## config.mk

```make
export PLATFORM = sky130hd
export DESIGN_NAME = l2_arbiter
export DESIGN_NICKNAME = d
export VERILOG_FILES = /design/src/rtl/l2_arbiter_pkg.sv /design/src/rtl/l2_arb_select.sv /design/src/rtl/l2_arbiter.sv
export SDC_FILE = /design/constraint.sdc
export NUM_CORES = 1
export LEC_CHECK = 0
export BUFFER_PORTS_ARGS = -buffer_cell sky130_fd_sc_hd__buf_2
export CORE_AREA = 2 2 539 541
export CTS_BUF_LIST = sky130_fd_sc_hd__clkbuf_2 sky130_fd_sc_hd__clkbuf_4 sky130_fd_sc_hd__clkbuf_8
export CTS_CLUSTER_DIAMETER = 150
export CTS_CLUSTER_SIZE = 10
export DETAILED_ROUTE_END_ITERATION = 16
export DIE_AREA = 0 0 541 543
export SLEW_MARGIN = 25
export SYNTH_ARGS = -nofsm -noshare
export SYNTH_HDL_FRONTEND = slang
export SYNTH_SLANG_ARGS = --single-unit
```

## constraint.sdc

```tcl
create_clock -name clk -period 18.7 [get_ports clk]
set_input_delay 1.87 -clock clk [delete_from_list [all_inputs] [get_ports clk]]
set_output_delay 1.87 -clock clk [all_outputs]
set_load 0.02 [all_outputs]
```

## src/rtl/l2_arbiter_pkg.sv

```systemverilog
// Shared types and constants for the L2 port arbiter.
package l2_arbiter_pkg;

    // Arbiter sequencing states
    typedef enum logic [1:0] {
        IDLE    = 2'd0,
        SERVE_I = 2'd1,
        SERVE_D = 2'd2
    } arb_state_t;

    // Which L1 owns the current (or last) L2 transaction
    typedef enum logic {
        GRANT_I = 1'b0,
        GRANT_D = 1'b1
    } grant_t;

    // The L2 is always accessed a full line at a time
    localparam logic [3:0] L2_FULL_BE = 4'hF;

endpackage

```

## src/rtl/l2_arb_select.sv

```systemverilog
// Combinational picker between the I-cache and D-cache miss requests.
// With L2_ARB_ROUND_ROBIN_EN defined, a tie goes to the side that did not win
// the previous transaction; otherwise the D-cache always wins a tie.
module l2_arb_select
    import l2_arbiter_pkg::*;
(
    input  logic   i_req,
    input  logic   d_req,
`ifdef L2_ARB_ROUND_ROBIN_EN
    input  grant_t last_grant,
`endif
    output grant_t grant,
    output logic   valid
);

    // Pick the winner; a lone request always wins, ties are resolved below
    always_comb begin
        valid = i_req | d_req;
        grant = GRANT_D;
        if (i_req && !d_req) begin
            grant = GRANT_I;
        end else if (i_req && d_req) begin
`ifdef L2_ARB_ROUND_ROBIN_EN
            grant = (last_grant == GRANT_D) ? GRANT_I : GRANT_D;
`else
            grant = GRANT_D;
`endif
        end
    end

endmodule

```

## src/rtl/l2_arbiter.sv

```systemverilog
// Shares the single L2 port between the L1 I-cache and L1 D-cache.
// One transaction at a time: the winner's address/data/write flag are latched
// in IDLE, presented to the L2 during SERVE_*, and the L2 completion pulse is
// passed straight through to the granted requester only.
// Optional: define L2_ARB_ROUND_ROBIN_EN for alternating tie resolution.
module l2_arbiter
    import l2_arbiter_pkg::*;
#(
    parameter int line_width = 256,
    parameter int addr_width = 32
) (
    input  logic                  clk,
    input  logic                  reset,

    input  logic                  i_read,
    input  logic [addr_width-1:0] i_address,
    output logic [line_width-1:0] i_rdata,
    output logic                  i_resp,

    input  logic                  d_read,
    input  logic                  d_write,
    input  logic [addr_width-1:0] d_address,
    input  logic [line_width-1:0] d_wdata,
    output logic [line_width-1:0] d_rdata,
    output logic                  d_resp,

    output logic                  l2_read,
    output logic                  l2_write,
    output logic [addr_width-1:0] l2_address,
    output logic [line_width-1:0] l2_wdata,
    output logic [3:0]            l2_byte_enable,
    input  logic [line_width-1:0] l2_rdata,
    input  logic                  l2_resp
);

    arb_state_t            state_q, state_d;
    logic [addr_width-1:0] addr_q, addr_d;
    logic [line_width-1:0] wdata_q, wdata_d;
    logic                  is_write_q, is_write_d;
    grant_t                sel_grant;
    logic                  sel_valid;
    logic                  d_req;

`ifdef L2_ARB_ROUND_ROBIN_EN
    grant_t                last_grant_q, last_grant_d;
`endif

    // Read and write together from the D side counts as a write-back
    assign d_req = d_read | d_write;

    l2_arb_select u_select (
        .i_req      (i_read),
        .d_req      (d_req),
`ifdef L2_ARB_ROUND_ROBIN_EN
        .last_grant (last_grant_q),
`endif
        .grant      (sel_grant),
        .valid      (sel_valid)
    );

    // Next-state: latch the winner in IDLE, return to IDLE on L2 completion
    always_comb begin
        state_d    = state_q;
        addr_d     = addr_q;
        wdata_d    = wdata_q;
        is_write_d = is_write_q;
`ifdef L2_ARB_ROUND_ROBIN_EN
        last_grant_d = last_grant_q;
`endif
        case (state_q)
            IDLE: begin
                if (sel_valid) begin
                    wdata_d = d_wdata;
                    if (sel_grant == GRANT_D) begin
                        addr_d     = d_address;
                        is_write_d = d_write;
                        state_d    = SERVE_D;
                    end else begin
                        addr_d     = i_address;
                        is_write_d = 1'b0;
                        state_d    = SERVE_I;
                    end
                end
            end
            SERVE_I, SERVE_D: begin
                if (l2_resp) begin
                    state_d = IDLE;
`ifdef L2_ARB_ROUND_ROBIN_EN
                    last_grant_d = (state_q == SERVE_D) ? GRANT_D : GRANT_I;
`endif
                end
            end
            default: state_d = IDLE;
        endcase
    end

    // State and transaction latches; reset aborts any transaction in flight
    always_ff @(posedge clk or posedge reset) begin
        if (reset) begin
            state_q    <= IDLE;
            addr_q     <= '0;
            wdata_q    <= '0;
            is_write_q <= 1'b0;
`ifdef L2_ARB_ROUND_ROBIN_EN
            last_grant_q <= GRANT_I;
`endif
        end else begin
            state_q    <= state_d;
            addr_q     <= addr_d;
            wdata_q    <= wdata_d;
            is_write_q <= is_write_d;
`ifdef L2_ARB_ROUND_ROBIN_EN
            last_grant_q <= last_grant_d;
`endif
        end
    end

    // L2 requests come only from flops; responses pass through to the owner
    always_comb begin
        l2_read  = (state_q != IDLE) && !is_write_q;
        l2_write = (state_q != IDLE) &&  is_write_q;
        i_resp   = (state_q == SERVE_I) && l2_resp;
        d_resp   = (state_q == SERVE_D) && l2_resp;
    end

    assign l2_address     = addr_q;
    assign l2_wdata       = wdata_q;
    assign l2_byte_enable = L2_FULL_BE;
    assign i_rdata        = l2_rdata;
    assign d_rdata        = l2_rdata;

endmodule

```

==> results by group, run 1 <==
Run status
  – Status: complete, no violations

Critical path
  – R2R Path End: l2_wdata[113]
  – Reg2reg setup slack: 14.90 ns
  – FF-to-FF path depth: 8
  – Critical Path RT: 16.83 ns
  – Critical Path Start Type: input pin
  – Critical path class: input pin to output pin
  – Nature of the critical path endpoint: output pin
  – Worst R2R Start: state_q[0]
  – Worst Path Arrival: 2.52 ns
  – Crit-path max FO: 6

Timing
  – RSZ-0062 raised after global routing: false
  – Fmax achieved: 0.228 GHz
  – Pins Over Slew Limit: 0
  – Final Cycle Share: 23.5%
  – Setup TNS Final: 0 ns
  – Setup violators final: 0
  – Fin crit period: 4.39 ns
  – Slew @ Worst Pin: 1.09 ns
  – Clk_skew: 0.0704 ns
  – Slew HR: 27.6%
  – Final Hold Vio Count: 0

Clock tree
  – Max Buffers Root-to-Sink: 3
  – CTS tree: built
  – Post-CTS Setup Bufs: 0
  – Reg clk slew, reported paths: 0.05 ns
  – Post-CTS Resized: 0
  – Cts bufs inserted: 39
  – Clock Latency Late Sink: 0.76 ns
  – # H-tree levels: 2
  – Cts hold-fix bufs: 0
  – CTS sink count: 291
  – Root Buffer: clkbuf_8

Synthesis
  – Post-synth top area share: 47.8%
  – Register area share after synthesis: 47.8%
  – Mapped Area: 15200 sq um
  – Post-synthesis async set-or-reset flop share: 100%
  – Area contributors post-synth: dfrtp_1, buf_4, nand2_1
  – Library cells used by synthesis: 20
  – Gate Count Post-Synth: 1764
  – Avg Synthesized Cell Area: 8.63 sq um
  – Predominant post-synthesis flop cell: dfrtp_1
  – Synth cell count leaders: nand2_1, buf_4, dfrtp_1
  – FF+latch count, synth: 291
  – Ys Warns: 0
  – Top-count cell post-synth: nand2_1
  – Synth area leader: dfrtp_1
  – Post-synth EDFFs: 0

Detailed routing
  – Post-route DRC violation count: 0
  – DR vias: 12700
  – Wirelength, routed: 179000 um
  – Antenna Violating Nets Remaining: 0
  – Via density: 2.23
  – DR iter-0 viols: 1116
  – WL/cell: 31.5 um
  – Length of the first detailed-routing pass in iterations: 7

Worst hold path
  – Hold Crit Depth: 2
  – WHS Endpoint: l2_wdata[101]
  – Worst hold path startpoint: l2_wdata[101]
  – Worst hold path type: register to register

Pwr
  – Overall power: 3.67 mW
  – PwrDens: 188 nW/um^2
  – Worst VDD drop: 0.0699 mV
  – Leakage: 8.94 nW

Floorplanning
  – Die Y: 543 um
  – DIE AREA: 294000 sq um
  – Starting Density: 5.30%
  – # rows: 197
  – Die X: 541 um
  – Core Region: 287000 sq um
  – IO Count: 1390

Final layout
  – Synthesis-to-finish area growth: 28.4%
  – Post-route cell area: 19500 sq um
  – Area of the multi-input gates: 3500 sq um
  – Layout cell share with drive strength beyond 1: 36.9%
  – Register area: 7280 sq um
  – Filler cell count: 34000
  – Nets: 2442
  – Core Util, Final: 6.80%

GRT
  – Largest net degree at the start of global routing: 98
  – Total gr overflow: 0
  – Total track usage: 11.7%
  – Initial antenna violation count: 146
  – Vias in the first global route: 12000
  – First-pass GRT wire length: 205000 um

Place
  – Gpl congestion: 0.872
  – DP Area: 18700 sq um
  – Count of input and output buffers: 617
  – DP Wirelength: 162000 um

Job
  – Max-cap viol count: 0
-- per-layer routing --
layer	GRT usage [%]	part of all wire (%)
met2	15.4	38
met3	14.9	28
met4	7.09	6.7
met1	9.31	27
met5	1.56	0.47
-- flip-flops by register name, indices dropped and copies added, names as in the netlist --
| register | count |
|---|---|
| l2_wdata | 256 |
| l2_address | 32 |
| is_write_q | 1 |
| state_q | 2 |
-- report_power, final --
group          total [mW]  internal [mW]  switching (mW)
clock network       0.549          0.230           0.318
logic                2.00          0.449            1.55
registers            1.12          0.946           0.174
-- critical path, cell delays in order --
cell	delay [ns]
buf_2	0.22
and2_1	0.16
buf_2	0.25
-- stage by stage --
stage          hold WS (ns)  setup WS (ns)  instances
6_report              0.467          14.31       5680
5_1_grt               0.491          14.12       5670
4_1_cts               0.475          14.22       5648
3_5_place_dp          0.457          13.47       5596
3_3_place_gp          0.455          13.50       5596
2_1_floorplan         0.481           8.80       1767
-- logic make-up (layout without fill, tap and decap cells) --
group	count (synthesis)	in the layout	synth area share, %
DFF	291	291	47.8
adders and majority gates	3	3	0.247
AOI/OAI and AO/OA	40	40	1.74
buffers and inverters	588	689	29.3
and+or+nand+nor	841	841	20.9
other	1	35	0.0246
-- layout make-up --
cell class	instances	area share (%)
clock buffers	42	2.89
multi-input cells	888	17.9
inverters	4	0.115
repair buffers	633	16.5
diodes	31	0.397
well taps	3781	24.2
clock inverters	10	0.647
flip-flops and latches	291	37.3
-- worst max path at each step --
| stage | start | endpoint | slack, ns | cells past startpoint |
|---|---|---|---|---|
| 3_3_place_gp | d_read | l2_wdata[117] | 13.50 | 7 |
| 2_1_floorplan | reset | is_write_q | 8.80 | 1 |
| 3_5_place_dp | d_read | l2_wdata[117] | 13.47 | 7 |
| 4_1_cts | l2_resp | d_resp | 14.22 | 3 |
| 6_report | l2_resp | d_resp | 14.31 | 3 |
| 5_1_grt | d_read | l2_wdata[232] | 14.12 | 7 |
-- layout by cell type (no fill, tap or decap), drive strengths merged, types with 2 or more instances in the layout --
cell and instances:
a21oi 3, and2 2, buf 633, bufinv 2, clkbuf 42, clkinv 4, conb 4, dfrtp 291
diode 31, ha 3, inv 8, nand2 768, nor2 67, nor2b 2, o22ai 33
Note: power is estimated with default switching activity, not from simulation.
==> inputs of run 2 (changes only) <==
CORE_AREA = 2 2 541 543   (was 2 2 539 541)
DIE_AREA = 0 0 543 545   (was 0 0 541 543)
clock period = 3.6 ns   (was 18.7 ns; I/O delays follow)
==> run 2 against run 1 <==
  * Register-to-register slack got worse by 14 ns
  * Combinational power increased to 5.5 times the previous value
  * Global-route usage is 0.11 points higher
  * Clock skew increased by 0.029 ns
  * Sequential share of layout area fell by 5.7 points
  * Final area grew 18%
  * Sequential power increased to 5.2 times the previous value
  * Power grew to 5.3 times the previous value
  * Final cell count rose by 7.8%
  * Worst hold slack got worse by 0.24 ns
==> results by group, run 2 (same netlist as run 1, synthesis figures left out) <==
Run status
  – Status: complete, no violations

Timing
  – Pins Over Slew Limit: 0
  – Setup violators final: 0
  – Setup TNS Final: 0 ns
  – Slew @ Worst Pin: 0.955 ns
  – Final Hold Vio Count: 0
  – Slew HR: 36.4%
  – Fmax achieved: 0.394 GHz
  – Clk_skew: 0.0994 ns
  – RSZ-0062 raised after global routing: false
  – Fin crit period: 2.54 ns
  – Final Cycle Share: 70.5%

Clock tree
  – Reg clk slew, reported paths: 0.08 ns
  – Post-CTS Resized: 0
  – Clock Latency Late Sink: 0.78 ns
  – CTS sink count: 291
  – Post-CTS Setup Bufs: 0
  – CTS tree: built
  – Root Buffer: clkbuf_8
  – Max Buffers Root-to-Sink: 3
  – # H-tree levels: 2
  – Cts bufs inserted: 37

GRT
  – Largest net degree at the start of global routing: 107
  – Vias in the first global route: 13700
  – Initial antenna violation count: 109
  – Total track usage: 11.8%
  – First-pass GRT wire length: 211000 um
  – Total gr overflow: 0

Critical path
  – Critical Path RT: 3.24 ns
  – Buf/Inv on CP: 2
  – Reg2reg setup slack: 1.12 ns
  – Worst-path cell chain: inv_1, ha_1, nor2_1, buf_2
  – FF-to-FF path depth: 8
  – Worst Path Arrival: 2.18 ns
  – Nature of the critical path endpoint: output pin
  – Setup crit start: state_q[0]
  – CP peak stage delay: 0.40 ns
  – Critical Path End: l2_read
  – Slowest cell on crit path: buf_2
  – Critical Path Start Type: register
  – Worst R2R Start: state_q[0]
  – Largest delay share family, worst path: buffers and inverters
  – CP Depth: 4
  – Critical path class: register to output pin
  – R2R Path End: l2_address[17]
  – Crit-path max FO: 9

Pwr
  – Overall power: 19.5 mW
  – PwrDens: 848 nW/um^2
  – Leakage: 10.4 nW
  – Worst VDD drop: 0.357 mV

Detailed routing
  – WL/cell: 29.8 um
  – Wirelength, routed: 183000 um
  – DR iter-0 viols: 1243
  – Antenna Violating Nets Remaining: 0
  – Post-route DRC violation count: 0
  – Length of the first detailed-routing pass in iterations: 6
  – DR vias: 14000
  – Via density: 2.28

Final layout
  – Filler cell count: 34100
  – Synthesis-to-finish area growth: 51.3%
  – Most frequent cells in the layout: nand2_1, buf_2, dlygate4sd3_1, dfrtp_1, nor2_1
  – Area of the multi-input gates: 3510 sq um
  – Commonest non-fill, non-tap cell in the layout: nand2_1
  – Nets: 2777
  – Layout cell share with drive strength beyond 1: 31.6%
  – Register area: 7280 sq um
  – Max reg flops: 256

Floorplanning
  – Die Y: 545 um
  – Starting Density: 5.25%
  – DIE AREA: 296000 sq um
  – IO Count: 1390
  – Core Region: 290000 sq um
  – Die X: 543 um
  – # rows: 198

Place
  – Count of input and output buffers: 617
  – Gpl congestion: 0.882
  – DP Wirelength: 164000 um

Worst hold path
  – Worst hold path type: input pin to register

Job
  – Max-cap viol count: 0
## run 2: power breakdown
part           switching, mW  internal (mW)
logic                   8.19           2.84
clock network           1.63           1.07
registers              0.885           4.91
## run 2: routing by layer
layer / vias to the layer above / wire length (um) / part of all wire, % / global-route usage (%)
met4: 28 / 13500 / 7.4 / 7.43
met5: - / 678 / 0.37 / 1.31
met1: 6120 / 47500 / 26 / 8.96
met2: 1522 / 65800 / 36 / 15.0
li1: 5715 / - / - / -
met3: 583 / 55200 / 30 / 16.4
## run 2: how the worst min path moves through the flow
stage | start | end | cells past startpoint
final | i_address[8] | l2_address[8] | 3
after global routing | d_address[8] | l2_address[8] | 3
after CTS | d_wdata[113] | l2_wdata[113] | 4
after detailed placement | l2_wdata[121] | l2_wdata[121] | 2
after global placement | l2_wdata[241] | l2_wdata[241] | 2
after floorplan | d_wdata[0] | l2_wdata[0] | 2
## run 2: through the flow
stage	utilization, %	hold WS, ns	worst slack, ns	cell area [sq um]	std cells
2_1_floorplan	-	0.465	-0.621	15200	1767
4_1_cts	7.92	0.146	0.758	23000	6100
6_report	7.94	0.226	1.06	23000	6123
5_1_grt	7.93	0.161	0.788	23000	6110
3_3_place_gp	6.58	0.453	1.27	19100	5727
3_5_place_dp	6.58	0.456	1.23	19100	5727
## run 2: tightest hold or removal path, stage by stage
cell     delay (ns)
buf_2          0.16
o22ai_1        0.21
nor2_1         0.14
## run 2: layout make-up
| type | instances | share of cell area, % |
|---|---|---|
| multi-input cells | 888 | 15.3 |
| diodes | 23 | 0.250 |
| inverters | 4 | 0.0815 |
| clock buffers | 40 | 2.36 |
| well taps | 3900 | 21.2 |
| flip-flops and latches | 291 | 31.6 |
| repair buffers | 970 | 28.9 |
| clock inverters | 7 | 0.353 |
## run 2: what timing repair did
item | in CTS | in global routing
setup endpoints to repair | 0 | 0
endpoints found under the hold margin | 301 | 0
hold buffers | 326 | 0
==> inputs of run 3 (changes only) <==
clock period = 2.2 ns   (was 3.6 ns; I/O delays follow)
==> run 3 against run 2 <==
  * Sequential cell count unchanged
  * Combinational power up 73%
  * Sequential power grew 65%
  * Worst hold slack worse by 0.021 ns
  * Final area rose by 1.7%
  * Largest power group unchanged
  * Critical path depth rose by 4
  * Routed wire length is 0.56% lower
  * Die area is the same
  * Utilization increased by 0.13 points
  * Global-route usage decreased by 0.081 points
  * Worst setup slack worse by 0.96 ns
==> results by group, run 3 (same netlist as run 1, synthesis figures left out) <==
Critical path
  – Reg2reg setup slack: 0.10 ns
  – Worst-path cell chain: inv_2, ha_4, buf_4, nand4bb_4, buf_12, o22ai_1, dlygate4sd3_1, nor2_1
  – Worst R2R Start: state_q[1]
  – Critical path class: register to register
  – CP peak stage delay: 0.59 ns
  – Largest delay share family, worst path: buffers and inverters
  – Setup crit start: state_q[1]
  – R2R Path End: l2_address[9]
  – FF-to-FF path depth: 8
  – Worst Path Arrival: 2.74 ns
  – Critical Path Start Type: register
  – Slowest cell on crit path: dlygate4sd3_1
  – Crit-path max FO: 32
  – Buf/Inv on CP: 4
  – Nature of the critical path endpoint: register
  – Critical Path RT: 2.85 ns

Pwr
  – Power share of the sequential group: 29.4%
  – Switching Power: 17.6 mW
  – Switching share of power: 54.1%
  – Clock Power Share: 12.2%
  – Comb pwr share: 58.4%
  – Worst VDD drop: 0.676 mV
  – PwrDens: 1390 nW/um^2
  – Leakage: 10.6 nW
  – Int Pwr: 14.9 mW

Timing
  – WHS: 0.205 ns
  – Fin crit period: 2.10 ns
  – Pins Over Slew Limit: 0
  – Final Hold Vio Count: 0
  – Final Cycle Share: 95.4%
  – Clk_skew: 0.0720 ns
  – Setup violators final: 0
  – Slew HR: 56.7%
  – Setup TNS Final: 0 ns
  – Slew @ Worst Pin: 0.650 ns
  – Fmax achieved: 0.477 GHz

GRT
  – Total track usage: 11.7%
  – First-pass GRT wire length: 210000 um
  – Initial antenna violation count: 111
  – Total gr overflow: 0
  – Largest net degree at the start of global routing: 65
  – Vias in the first global route: 13800

Detailed routing
  – Via density: 2.31
  – Antenna Violating Nets Remaining: 0
  – Post-route DRC violation count: 0
  – DR iter-0 viols: 1237
  – DR vias: 14200
  – Length of the first detailed-routing pass in iterations: 6
  – Wirelength, routed: 182000 um
  – WL/cell: 29.5 um

Final layout
  – Nets: 2819
  – Post-route cell area: 23400 sq um
  – Max reg flops: 256
  – Most frequent cells in the layout: nand2_1, buf_2, dlygate4sd3_1, dfrtp_1, nor2_1
  – Finished Layout Cells: 6153
  – Commonest non-fill, non-tap cell in the layout: nand2_1
  – Layout cell share with drive strength beyond 1: 32.9%
  – Filler cell count: 33900
  – Register area: 7280 sq um
  – Synthesis-to-finish area growth: 53.8%
  – Core Util, Final: 8.07%
  – Area of the multi-input gates: 3550 sq um

Floorplanning
  – # rows: 198
  – Core Region: 290000 sq um
  – Starting Density: 5.25%
  – Die X: 543 um
  – DIE AREA: 296000 sq um
  – Die Y: 545 um
  – IO Count: 1390

Place
  – Gpl congestion: 0.882
  – DP Area: 19400 sq um
  – Placed Cells: 5763
  – Count of input and output buffers: 617
  – DP Wirelength: 164000 um

Job
  – Max-cap viol count: 0

Worst hold path
  – Hold Crit Depth: 4
  – WHS Endpoint: l2_wdata[130]
  – Worst hold path startpoint: d_wdata[130]
  – Worst hold path type: input pin to register

Clock tree
  – # H-tree levels: 2
  – Clock Latency Late Sink: 0.75 ns
  – CTS tree: built
  – Max Buffers Root-to-Sink: 3
  – Root Buffer: clkbuf_8
  – CTS sink count: 291
  – Cts bufs inserted: 35
  – Reg clk slew, reported paths: 0.09 ns

Run status
  – Status: complete, no violations
-- run 3: changes by cell type in the layout (fill, tap and decap cells not counted), moves of 2 or more --
cell        change
buf_12          +9
buf_2           -3
buf_4          +34
buf_6           +3
clkbuf_8        -3
clkinvlp_4      -2
diode_2         -7
inv_1           -2
inv_2           +2
-- run 3: power by group through the flow --
stage,registers (mW),clock network [mW],logic (mW)
final,9.57,3.98,19.0
after detailed placement,9.58,0,18.2
after floorplan,12.7,0,7.03
after CTS,9.51,4.30,19.2
after global routing,9.86,4.38,20.7
after global placement,9.50,0,18.0
-- run 3: how the worst max path moves through the flow --
| stage | endpoint | slack (ns) | depth (start not counted) |
|---|---|---|---|
| floorplan | is_write_q | -1.88 | 1 |
| global placement | l2_wdata[86] | 0.35 | 7 |
| detailed placement | l2_wdata[86] | 0.33 | 7 |
| CTS | l2_read | 0.009 | 5 |
| global route | l2_address[27] | -0.001 | 8 |
| finish | l2_address[9] | 0.10 | 8 |
-- run 3: through the flow --
stage	setup WS [ns]	power (mW)
finish	0.102	32.6
global route	-0.00100	34.9
CTS	0.00896	33.0
detailed placement	0.325	27.7
global placement	0.354	27.5
floorplan	-1.88	19.7
-- run 3: cell type report --
cell class | count | area share, %
Antenna cell | 16 | 0.171
Clock buffer | 36 | 2.12
Clock inverter | 4 | 0.128
Inverter | 4 | 0.0802
Multi-Input combinational cell | 888 | 15.2
Sequential cell | 291 | 31.1
Tap cell | 3900 | 20.8
Timing Repair Buffer | 1014 | 30.4
-- run 3: worst min-delay path: stages --
cell           delay, ns
dlygate4sd3_1       0.52
buf_2               0.10
nand2_1             0.04
nand2_1             0.04
-- run 3: timing repair --
action,4_1_cts,5_1_grt
buffers inserted,3,4
hold buffers,328,0
resized for setup,15,2
hold endpoints to repair,549,0
pin swaps,2,0
endpoints found under the setup margin,3,22
-- run 3: layer usage --
metal  track usage (%)  wire length [um]  part of all wire [%]  up-vias
li1                  -                 -                     -     5778
met1              8.95             46400                    26     6178
met4              7.15             13400                   7.4       28
met2              14.9             65400                    36     1616
met3              16.4             56000                    31      602
met5             0.666               387                  0.21        -
